--- src/rtl/reg_mux_arbiter_if.sv ---
// Bundle between the four register-source requesters/sink and the arbiter.
// The master side drives requests, data and sink readiness; the slave is the arbiter.
interface reg_mux_arbiter_if #(
  parameter int WIDTH = 8
);
  logic [3:0]       req;
  logic [3:0]       lock;
  logic [WIDTH-1:0] in_0;
  logic [WIDTH-1:0] in_1;
  logic [WIDTH-1:0] in_2;
  logic [WIDTH-1:0] in_3;
  logic             sink_ready;
  logic [3:0]       gnt;
  logic [1:0]       mux_sel;
  logic [WIDTH-1:0] data_out;
  logic             data_valid;
  logic             busy;

  modport master (
    output req, lock, in_0, in_1, in_2, in_3, sink_ready,
    input  gnt, mux_sel, data_out, data_valid, busy
  );

  modport slave (
    input  req, lock, in_0, in_1, in_2, in_3, sink_ready,
    output gnt, mux_sel, data_out, data_valid, busy
  );
endinterface

--- src/rtl/reg_mux_arbiter.sv ---
// Round-robin arbiter sharing one 4:1 register-source mux among four requesters,
// with registered data capture and optional locked bursts of up to MAX_BURST transfers.
module reg_mux_arbiter #(
  parameter int WIDTH     = 8,
  parameter int MAX_BURST = 4
) (
  input logic              clk,
  input logic              rst_n,
  reg_mux_arbiter_if.slave bus
);
  localparam int CNT_W = 5;
  localparam logic [CNT_W-1:0] BURST_LAST = CNT_W'(MAX_BURST - 1);

  typedef enum logic [0:0] {
    IDLE  = 1'b0,
    GRANT = 1'b1
  } state_t;

  state_t           state_r, state_n;
  logic [3:0]       gnt_r, gnt_n;
  logic [1:0]       mux_sel_r, mux_sel_n;
  logic [1:0]       ptr_r, ptr_n;
  logic [CNT_W-1:0] burst_cnt_r, burst_n;
  logic [WIDTH-1:0] data_out_r, data_out_n;
  logic             data_valid_r, data_valid_n;
  logic             busy_r;
  logic [1:0]       winner_s;
  logic [WIDTH-1:0] sel_data_s;

  // First set request after the last grantee, wrapping modulo 4.
  function automatic logic [1:0] pick_winner(input logic [3:0] req, input logic [1:0] ptr);
    logic [1:0] idx;
    logic [1:0] win;
    logic       found;
    win   = ptr;
    found = 1'b0;
    for (int k = 1; k <= 4; k++) begin
      idx = ptr + k[1:0];
      if (!found && req[idx]) begin
        win   = idx;
        found = 1'b1;
      end else begin
        found = found;
      end
    end
    return win;
  endfunction

  assign winner_s = pick_winner(bus.req, ptr_r);

  // The shared 4:1 source mux steered by the current grantee.
  always_comb begin
    sel_data_s = bus.in_0;
    case (mux_sel_r)
      2'd0:    sel_data_s = bus.in_0;
      2'd1:    sel_data_s = bus.in_1;
      2'd2:    sel_data_s = bus.in_2;
      2'd3:    sel_data_s = bus.in_3;
      default: sel_data_s = bus.in_0;
    endcase
  end

  // Next-state and next-output logic for the IDLE/GRANT controller.
  always_comb begin
    state_n      = state_r;
    gnt_n        = gnt_r;
    mux_sel_n    = mux_sel_r;
    ptr_n        = ptr_r;
    burst_n      = burst_cnt_r;
    data_out_n   = data_out_r;
    data_valid_n = 1'b0;
    case (state_r)
      IDLE: begin
        if (|bus.req) begin
          state_n   = GRANT;
          gnt_n     = 4'b0001 << winner_s;
          mux_sel_n = winner_s;
          burst_n   = {CNT_W{1'b0}};
        end else begin
          state_n = IDLE;
        end
      end
      GRANT: begin
        if (!bus.req[mux_sel_r]) begin
          state_n = IDLE;
          gnt_n   = 4'b0000;
          ptr_n   = mux_sel_r;
          burst_n = {CNT_W{1'b0}};
        end else if (!bus.sink_ready) begin
          state_n = GRANT;
        end else begin
          data_out_n   = sel_data_s;
          data_valid_n = 1'b1;
          // LOCK is only looked at here, so a mid-burst change applies at the next transfer.
          if (bus.lock[mux_sel_r] && (burst_cnt_r < BURST_LAST)) begin
            burst_n = burst_cnt_r + CNT_W'(1);
          end else begin
            state_n = IDLE;
            gnt_n   = 4'b0000;
            ptr_n   = mux_sel_r;
            burst_n = {CNT_W{1'b0}};
          end
        end
      end
      default: begin
        state_n = IDLE;
        gnt_n   = 4'b0000;
      end
    endcase
  end

  // State and output registers with synchronous active-low reset.
  always_ff @(posedge clk) begin
    if (!rst_n) begin
      state_r      <= IDLE;
      gnt_r        <= 4'b0000;
      mux_sel_r    <= 2'd0;
      ptr_r        <= 2'd3;
      burst_cnt_r  <= {CNT_W{1'b0}};
      data_out_r   <= {WIDTH{1'b0}};
      data_valid_r <= 1'b0;
      busy_r       <= 1'b0;
    end else begin
      state_r      <= state_n;
      gnt_r        <= gnt_n;
      mux_sel_r    <= mux_sel_n;
      ptr_r        <= ptr_n;
      burst_cnt_r  <= burst_n;
      data_out_r   <= data_out_n;
      data_valid_r <= data_valid_n;
      busy_r       <= (state_n == GRANT);
    end
  end

  assign bus.gnt        = gnt_r;
  assign bus.mux_sel    = mux_sel_r;
  assign bus.data_out   = data_out_r;
  assign bus.data_valid = data_valid_r;
  assign bus.busy       = busy_r;
endmodule

--- src/flat_wrapper.sv ---
// flat-port wrapper written by rule: the top's interface ports become plain ports
module reg_mux_arbiter_flat 
#(
  parameter int WIDTH     = 8,
  parameter int MAX_BURST = 4
)
  (clk, rst_n, bus_req, bus_lock, bus_in_0, bus_in_1, bus_in_2, bus_in_3, bus_sink_ready, bus_gnt, bus_mux_sel, bus_data_out, bus_data_valid, bus_busy);
  reg_mux_arbiter_if #(.WIDTH(WIDTH)) bus_i ();
  input logic clk;
  input logic rst_n;
  input wire logic [$bits(bus_i.req)-1:0] bus_req;
  input wire logic [$bits(bus_i.lock)-1:0] bus_lock;
  input wire logic [$bits(bus_i.in_0)-1:0] bus_in_0;
  input wire logic [$bits(bus_i.in_1)-1:0] bus_in_1;
  input wire logic [$bits(bus_i.in_2)-1:0] bus_in_2;
  input wire logic [$bits(bus_i.in_3)-1:0] bus_in_3;
  input wire logic [$bits(bus_i.sink_ready)-1:0] bus_sink_ready;
  output wire logic [$bits(bus_i.gnt)-1:0] bus_gnt;
  output wire logic [$bits(bus_i.mux_sel)-1:0] bus_mux_sel;
  output wire logic [$bits(bus_i.data_out)-1:0] bus_data_out;
  output wire logic [$bits(bus_i.data_valid)-1:0] bus_data_valid;
  output wire logic [$bits(bus_i.busy)-1:0] bus_busy;
  assign bus_i.req = bus_req;
  assign bus_i.lock = bus_lock;
  assign bus_i.in_0 = bus_in_0;
  assign bus_i.in_1 = bus_in_1;
  assign bus_i.in_2 = bus_in_2;
  assign bus_i.in_3 = bus_in_3;
  assign bus_i.sink_ready = bus_sink_ready;
  assign bus_gnt = bus_i.gnt;
  assign bus_mux_sel = bus_i.mux_sel;
  assign bus_data_out = bus_i.data_out;
  assign bus_data_valid = bus_i.data_valid;
  assign bus_busy = bus_i.busy;
  reg_mux_arbiter #(.WIDTH(WIDTH), .MAX_BURST(MAX_BURST)) u_core (.clk(clk), .rst_n(rst_n), .bus(bus_i));
endmodule
--- config.mk ---
export PLATFORM = sky130hd
export DESIGN_NAME = reg_mux_arbiter_flat
export DESIGN_NICKNAME = d
export VERILOG_FILES = /design/src/rtl/reg_mux_arbiter_if.sv /design/src/rtl/reg_mux_arbiter.sv /design/src/flat_wrapper.sv
export SDC_FILE = /design/constraint.sdc
export NUM_CORES = 1
export LEC_CHECK = 0
export ABC_CLOCK_PERIOD_IN_PS = 1700
export BUFFER_PORTS_ARGS = -buffer_cell sky130_fd_sc_hd__buf_2
export CAP_MARGIN = 20
export CORE_ASPECT_RATIO = 0.7
export CORE_MARGIN = 5
export CORE_UTILIZATION = 41
export CTS_CLUSTER_DIAMETER = 100
export DETAILED_ROUTE_END_ITERATION = 7
export PLACE_DENSITY_LB_ADDON = 0.2
export REMOVE_ABC_BUFFERS = 1
export SETUP_SLACK_MARGIN = 0.15
export SYNTH_ARGS = -nofsm -noshare
export SYNTH_HDL_FRONTEND = slang
export SYNTH_SLANG_ARGS = --single-unit
--- constraint.sdc ---
create_clock -name clk -period 1.7 [get_ports clk]
set_clock_uncertainty 0.1 [all_clocks]
set_input_delay 0.17 -clock clk [delete_from_list [all_inputs] [get_ports clk]]
set_output_delay 0.17 -clock clk [all_outputs]
set_load 0.05 [all_outputs]
# Word level (Yosys, flattened, before mapping)
# Index checks and enable logic that the tools add are counted.
word_totals:
  ff_bits: 23
  in_bits: 43
  wordCells: 81
  output_inout_bits: 16
op_classes:
  magnitude_cmp: 6
  addsub: 4
  muxes: 39
  bitwise_logic: 1
  n_reduce_logical: 15
  shift: 1
  eq_ne: 8
ops:
  columns: ["cell", "count"]
  rows:
  - ["$pmux W8 S4", 1]
  - ["$mux W5", 4]
  - ["$mux W4", 4]
  - ["$lt A2 B3 Y1 const B", 5]
  - ["$mux W1", 14]
  - ["$mux W2", 7]
  - ["$bmux W1 S2", 6]
  - ["$reduce_and A3 Y1", 4]
  - ["$pmux W5 S2", 1]
  - ["$pmux W4 S2", 1]
  - ["$ne A3 B3 Y1 const B", 2]
  - ["$add A5 B1 Y5 const B", 1]
  - ["$lt A5 B2 Y1 const B", 1]
  - ["$add A2 B2 Y2 const B", 2]
  - ["$eq A2 B2 Y1 const B", 2]
  - ["$logic_and A1 B1 Y1", 4]
  - ["$ne A2 B2 Y1 const B", 2]
  - ["$reduce_and A2 Y1", 2]
  - ["$reduce_or A4 Y1", 1]
  - ["$shl A1 B2 Y4 const A", 1]
  - ["$logic_not A1 Y1", 3]
  - ["$add A2 B1 Y2 const B", 1]
  - ["$eq A2 B1 Y1 const B", 1]
  - ["$logic_not A2 Y1", 1]
  - ["other kinds (3)", 3]

# Logic depth before layout (Yosys ltp)
logic_depth:
  word_depth: 16
  ltp_mapped: 6
  depth_no_buf: 5

# Least setup slack after synthesis
# OpenSTA, ideal clock, no wires.
synth_timing:
  kind: "reg-to-reg"
  from: "register u_core.mux_sel_r[0] (netlist: u_core.bus.mux_sel[0])"
  to: "register u_core.burst_cnt_r[1]"
  period_less_slack_ns: 1.998
  arrival_ns: 1.784
  path_buffers: 0
  setup_slack_ns: -0.298
  setup_ns: 0.115
  t_required_ns: 1.485
  path_stages_with_launch: 6
  path_cell_list: "dfxtp_1 mux4_2 nand2_1 o21a_2 mux2i_1 nor2_1"
synth_via:
  elab_chain_cells: 7
  elab_cells_between_ends: 11
  cone_classes: "1 x eq/ne; 8 x mux; 2 x reduce/logical"
synth_lines:
  columns: ["element", "line", "text"]
  rows:
  - ["from (decl)", "reg_mux_arbiter.sv:21", "logic [1:0] mux_sel_r, mux_sel_n;"]
  - ["from (signal assigned)", "reg_mux_arbiter.sv:126", "mux_sel_r <= mux_sel_n;"]
  - ["$bmux W1 S2", "reg_mux_arbiter.sv:95", "if (bus.lock[mux_sel_r] && (burst_cnt_r < BURST_LAST)) begin"]
  - ["$mux W1 (implied by the code)", "reg_mux_arbiter.sv:95", null]
  - ["$logic_and A1 B1 Y1", "reg_mux_arbiter.sv:95", null]
  - ["$mux W5", "reg_mux_arbiter.sv:95", null]
  - ["$mux W5", "reg_mux_arbiter.sv:89", "end else if (!bus.sink_ready) begin"]
  - ["$mux W5", "reg_mux_arbiter.sv:84", "if (!bus.req[mux_sel_r]) begin"]
  - ["$pmux W5 S2", "reg_mux_arbiter.sv:72", "case (state_r)"]
  - ["to (signal assigned)", "reg_mux_arbiter.sv:119", "burst_cnt_r <= {CNT_W{1'b0}};"]
  - ["to (signal assigned)", "reg_mux_arbiter.sv:128", "burst_cnt_r <= burst_n;"]
  - ["to (decl)", "reg_mux_arbiter.sv:23", "logic [CNT_W-1:0] burst_cnt_r, burst_n;"]
# Parallel ways exist; a longest one is shown, timed or not. The select of a mux whose other input is x is not followed.
# A chain may end at the register's enable or synchronous reset.

# Final worst setup path
# Ends and elaborated chain as after synthesis.

==> results_tabular.tex <==
\begin{tabular}{lr}
\hline
Metric & Value \\
\hline
\multicolumn{2}{l}{\textbf{Critical path}} \\
Number of cells on the critical path & 5 \\
Crit path launch type & flip-flop \\
Worst r2r src & u\_core.bus.mux\_sel[0] \\
Timing startpoint of the critical path & u\_core.bus.mux\_sel[0] \\
Worst-path cell chain & mux4\_2 -> nand2\_2 -> o21a\_4 -> mux2i\_1 -> nor2\_1 \\
Slack of the worst reg-to-reg path & 0.05 ns \\
Arrival time of data at the critical path endpoint & 1.71 ns \\
Number of buffers and inverters on the critical path & 0 \\
Crit-path max FO & 4 \\
Highest-delay cell along the critical path & mux4\_2 \\
Cell class contributing the biggest share of worst-path delay & multiplexers \\
Element type at the critical path end & flip-flop \\
Setup crit end & u\_core.burst\_cnt\_r[1] \\
Delay contributed by the slowest stage of the critical path & 0.58 ns \\
R2R depth & 5 \\
Critical path class & reg -> reg \\
Worst R2R End & u\_core.burst\_cnt\_r[1] \\
Critical path data required time & 1.77 ns \\
\multicolumn{2}{l}{\textbf{Clock tree}} \\
Clock tree from TritonCTS & yes \\
Clock transition time at the flip-flop clock pins of the worst setup and hold paths & 0.08 ns \\
Max Root-Sink Buffers & 2 \\
Num CTS Buffers & 3 \\
Cell at the root of the clock tree & clkbuf\_8 \\
Post-CTS repair timing setup buffer count & 0 \\
CTS Sinks & 23 \\
H-tree lvl count & 1 \\
Clock insertion delay at the later pin of the skew report & 0.27 ns \\
Number of hold buffers added after cts & 0 \\
\multicolumn{2}{l}{\textbf{Pwr}} \\
Maximum ir drop on the vdd rail & 489.2 uV \\
Pwr/cell area & 885.0 mW/mm2 \\
Static Leak & 0.7785 nW \\
\multicolumn{2}{l}{\textbf{Global routing}} \\
Number of antenna violations at the first check in global routing & 0 \\
GRT Overall Usage & 16.23\% \\
Via count of the first global-routing pass & 1149 \\
Largest net degree at the start of global routing & 15 \\
Global-route wire length before repair & 5368 um \\
Final global-route overflow total & 0 \\
\multicolumn{2}{l}{\textbf{Timing}} \\
Hold Slack & 0.09312 ns \\
Headroom to the max-slew limit & 73.52\% \\
Number of hold-slack violations in the final timing report & 0 \\
Transition time at the pin with the least slew margin & 0.3972 ns \\
Clock period minus worst slack & 1.646 ns \\
Post-route clock period utilization & 96.82\% \\
Unrepaired setup endpoints after global routing & yes \\
Endpoints failing setup & 0 \\
Maximum clock rate & 607.6 MHz \\
Number of pins exceeding their max-slew limit in the final report & 0 \\
\multicolumn{2}{l}{\textbf{Finish}} \\
Synth-to-Final Area Change & 36.84\% \\
Fraction of layout cells with a size suffix above 1 & 53.98\% \\
Final instance count without filler cells & 212 \\
Post-layout net count & 221 \\
Total inserted antenna cells & 0 \\
\multicolumn{2}{l}{\textbf{Floorplanning}} \\
Full die area & 0.004231 mm2 \\
Width of the die & 75.63 um \\
Vertical extent of the die & 55.94 um \\
Row cnt & 16 \\
Std-Cell Core Area & 0.002843 mm2 \\
Count of boundary I/O pins & 59 \\
Starting density of the core & 43.49\% \\
\multicolumn{2}{l}{\textbf{Place}} \\
Total placed cells including tap cells & 208 \\
Routability-driven placement congestion ratio & 0.7821 \\
Post-DP HPWL & 2635 um \\
Count of buffers inserted at the top-level ports & 58 \\
\multicolumn{2}{l}{\textbf{Yosys}} \\
Number of synthesized register bits & 23 \\
Gate count of the mapped netlist & 114 \\
Share of synthesized area occupied by flip-flops and latches & 37.25\% \\
Mean post-synth cell area & 10.84 um2 \\
Synth Cell Area & 0.001236 mm2 \\
Number of warning messages in the yosys log & 0 \\
Count of distinct cell types in the synthesized netlist & 41 \\
\multicolumn{2}{l}{\textbf{Status}} \\
Status & finished, final reports clean \\
\multicolumn{2}{l}{\textbf{Routing}} \\
Routed via count divided by cell count & 5.514 \\
Total Wirelength & 3380 um \\
Drt first-iter violations & 82 \\
Number of nets still failing antenna checks after routing & 0 \\
Number of design rule violations left after detail routing & 0 \\
Total via count in the routed design & 1169 \\
DR pass1 iterations & 4 \\
Wirelength per Cell & 15.94 um \\
\multicolumn{2}{l}{\textbf{Run}} \\
Number of max-cap violations & 0 \\
\multicolumn{2}{l}{\textbf{Hold path}} \\
Tightest Hold Check Type & in -> reg \\
\hline
\end{tabular}
[stage by stage]
step	TNS [ns]	total power, mW	cell area [um2]	setup WS, ns	util, %
2_1_floorplan	-11.46	0.9863	1207	-0.6395	-
3_3_place_gp	0	1.130	1580	0.04062	55.59
3_5_place_dp	0	1.143	1580	0.01160	55.59
4_1_cts	0	1.497	1644	0.08071	57.83
5_1_grt	-0.03183	1.584	1692	-0.01330	59.51
6_report	0	1.497	1692	0.05414	59.51
[timing repair]
action                                  CTS  global route
pin swaps                                 0             9
gates resized for setup                   6             7
endpoints found under the setup margin   20            20
[registers in the layout, summed over array words and instances, names as in the netlist]
register               count
u_core.bus.data_out        8
u_core.burst_cnt_r         5
u_core.bus.gnt             4
u_core.bus.mux_sel         2
u_core.ptr_r               2
u_core.bus.busy            1
u_core.bus.data_valid      1
[placed cells by master (no fill, tap or decap), drive strengths merged, types with 2 or more instances in the layout]
cell type / n
a21boi: 2
a21oi: 5
a22o: 7
and3: 2
buf: 63
clkbuf: 3
dfxtp: 23
inv: 4
mux2: 2
mux2i: 5
mux4: 9
nand2: 7
nand2b: 2
nand3: 2
nand3b: 2
nand4: 2
nor2: 10
nor2b: 4
o21ai: 3
[per-layer routing]
layer	global-route usage (%)	wire [um]	vias up
met1	21.59	1413	562
met5	0	0	-
met2	25.09	1635	45
met4	3.741	23	0
met3	5.596	307	4
li1	-	-	558
[worst register-to-register path: stages, from the launching register on]
cell and delay, ns:
dfxtp_2 0.35, mux4_2 0.59, nand2_2 0.13, o21a_4 0.15, mux2i_1 0.18, nor2_1 0.05
[synthesized netlist by cell type]
master	number	area share, %
a2111oi_0	1	0.71
a21boi_1	2	1.2
a21o_1	1	0.61
a21oi_1	4	1.6
a21oi_2	1	0.71
a221oi_2	1	1.2
a22o_1	7	5.0
a31oi_1	1	0.51
a32oi_1	1	0.71
a41oi_1	1	0.71
and2_4	1	0.71
and3_1	2	1.0
buf_2	2	0.81
buf_6	1	0.91
clkbuf_1	2	0.61
dfxtp_1	23	37
ha_1	1	1.0
inv_1	3	0.91
inv_2	1	0.30
mux2_2	2	1.8
mux2i_1	5	4.0
mux4_2	9	16
nand2_1	7	2.1
nand2b_1	2	1.0
nand3_2	2	1.6
nand3b_1	2	1.2
nand4_1	2	1.0
nand4b_1	1	0.71
nor2_1	10	3.0
nor2b_1	4	2.0
nor3_1	1	0.40
o211ai_1	1	0.61
o21a_2	1	0.71
o21ai_0	2	0.81
o21ai_4	1	1.3
o221ai_2	1	1.2
o22ai_1	1	0.51
o31ai_2	1	1.0
or3_1	1	0.51
xnor2_1	1	0.71
xor2_1	1	0.71
[worst min path at each step]
stage,startpoint,slack [ns],cells past startpoint,to
detailed placement,u_core.bus.gnt[0],0.34,2,u_core.bus.gnt[0]
global placement,u_core.bus.gnt[1],0.34,2,u_core.bus.gnt[1]
global route,rst_n,0.09,2,u_core.ptr_r[0]
CTS,rst_n,0.08,2,u_core.ptr_r[0]
floorplan,rst_n,0.13,1,u_core.ptr_r[0]
finish,rst_n,0.09,2,u_core.ptr_r[0]
[cell families after synthesis]
| group | synth area share [%] |
|---|---|
| simple gates | 15.38 |
| compound gates | 19.13 |
| flops | 37.25 |
| mux | 22.27 |
| buf+inv | 3.542 |
| xor+xnor | 1.417 |
| fa+ha+maj | 1.012 |
[where the power goes]
part	switching [mW]	internal, mW	total, mW
registers	0.0432	0.583	0.626
logic	0.303	0.229	0.531
clock network	0.176	0.164	0.340
[layout make-up]
cell class                      count  area [um2]
Fill cell                         264        1151
Multi-Input combinational cell     82       789.5
Sequential cell                    23       464.2
Timing Repair Buffer               63       331.6
Tap cell                           36       45.04
Clock buffer                        3       41.29
Inverter                            4       15.01
Clock inverter                      1       5.005
Note: power is estimated with default switching activity, not from simulation.
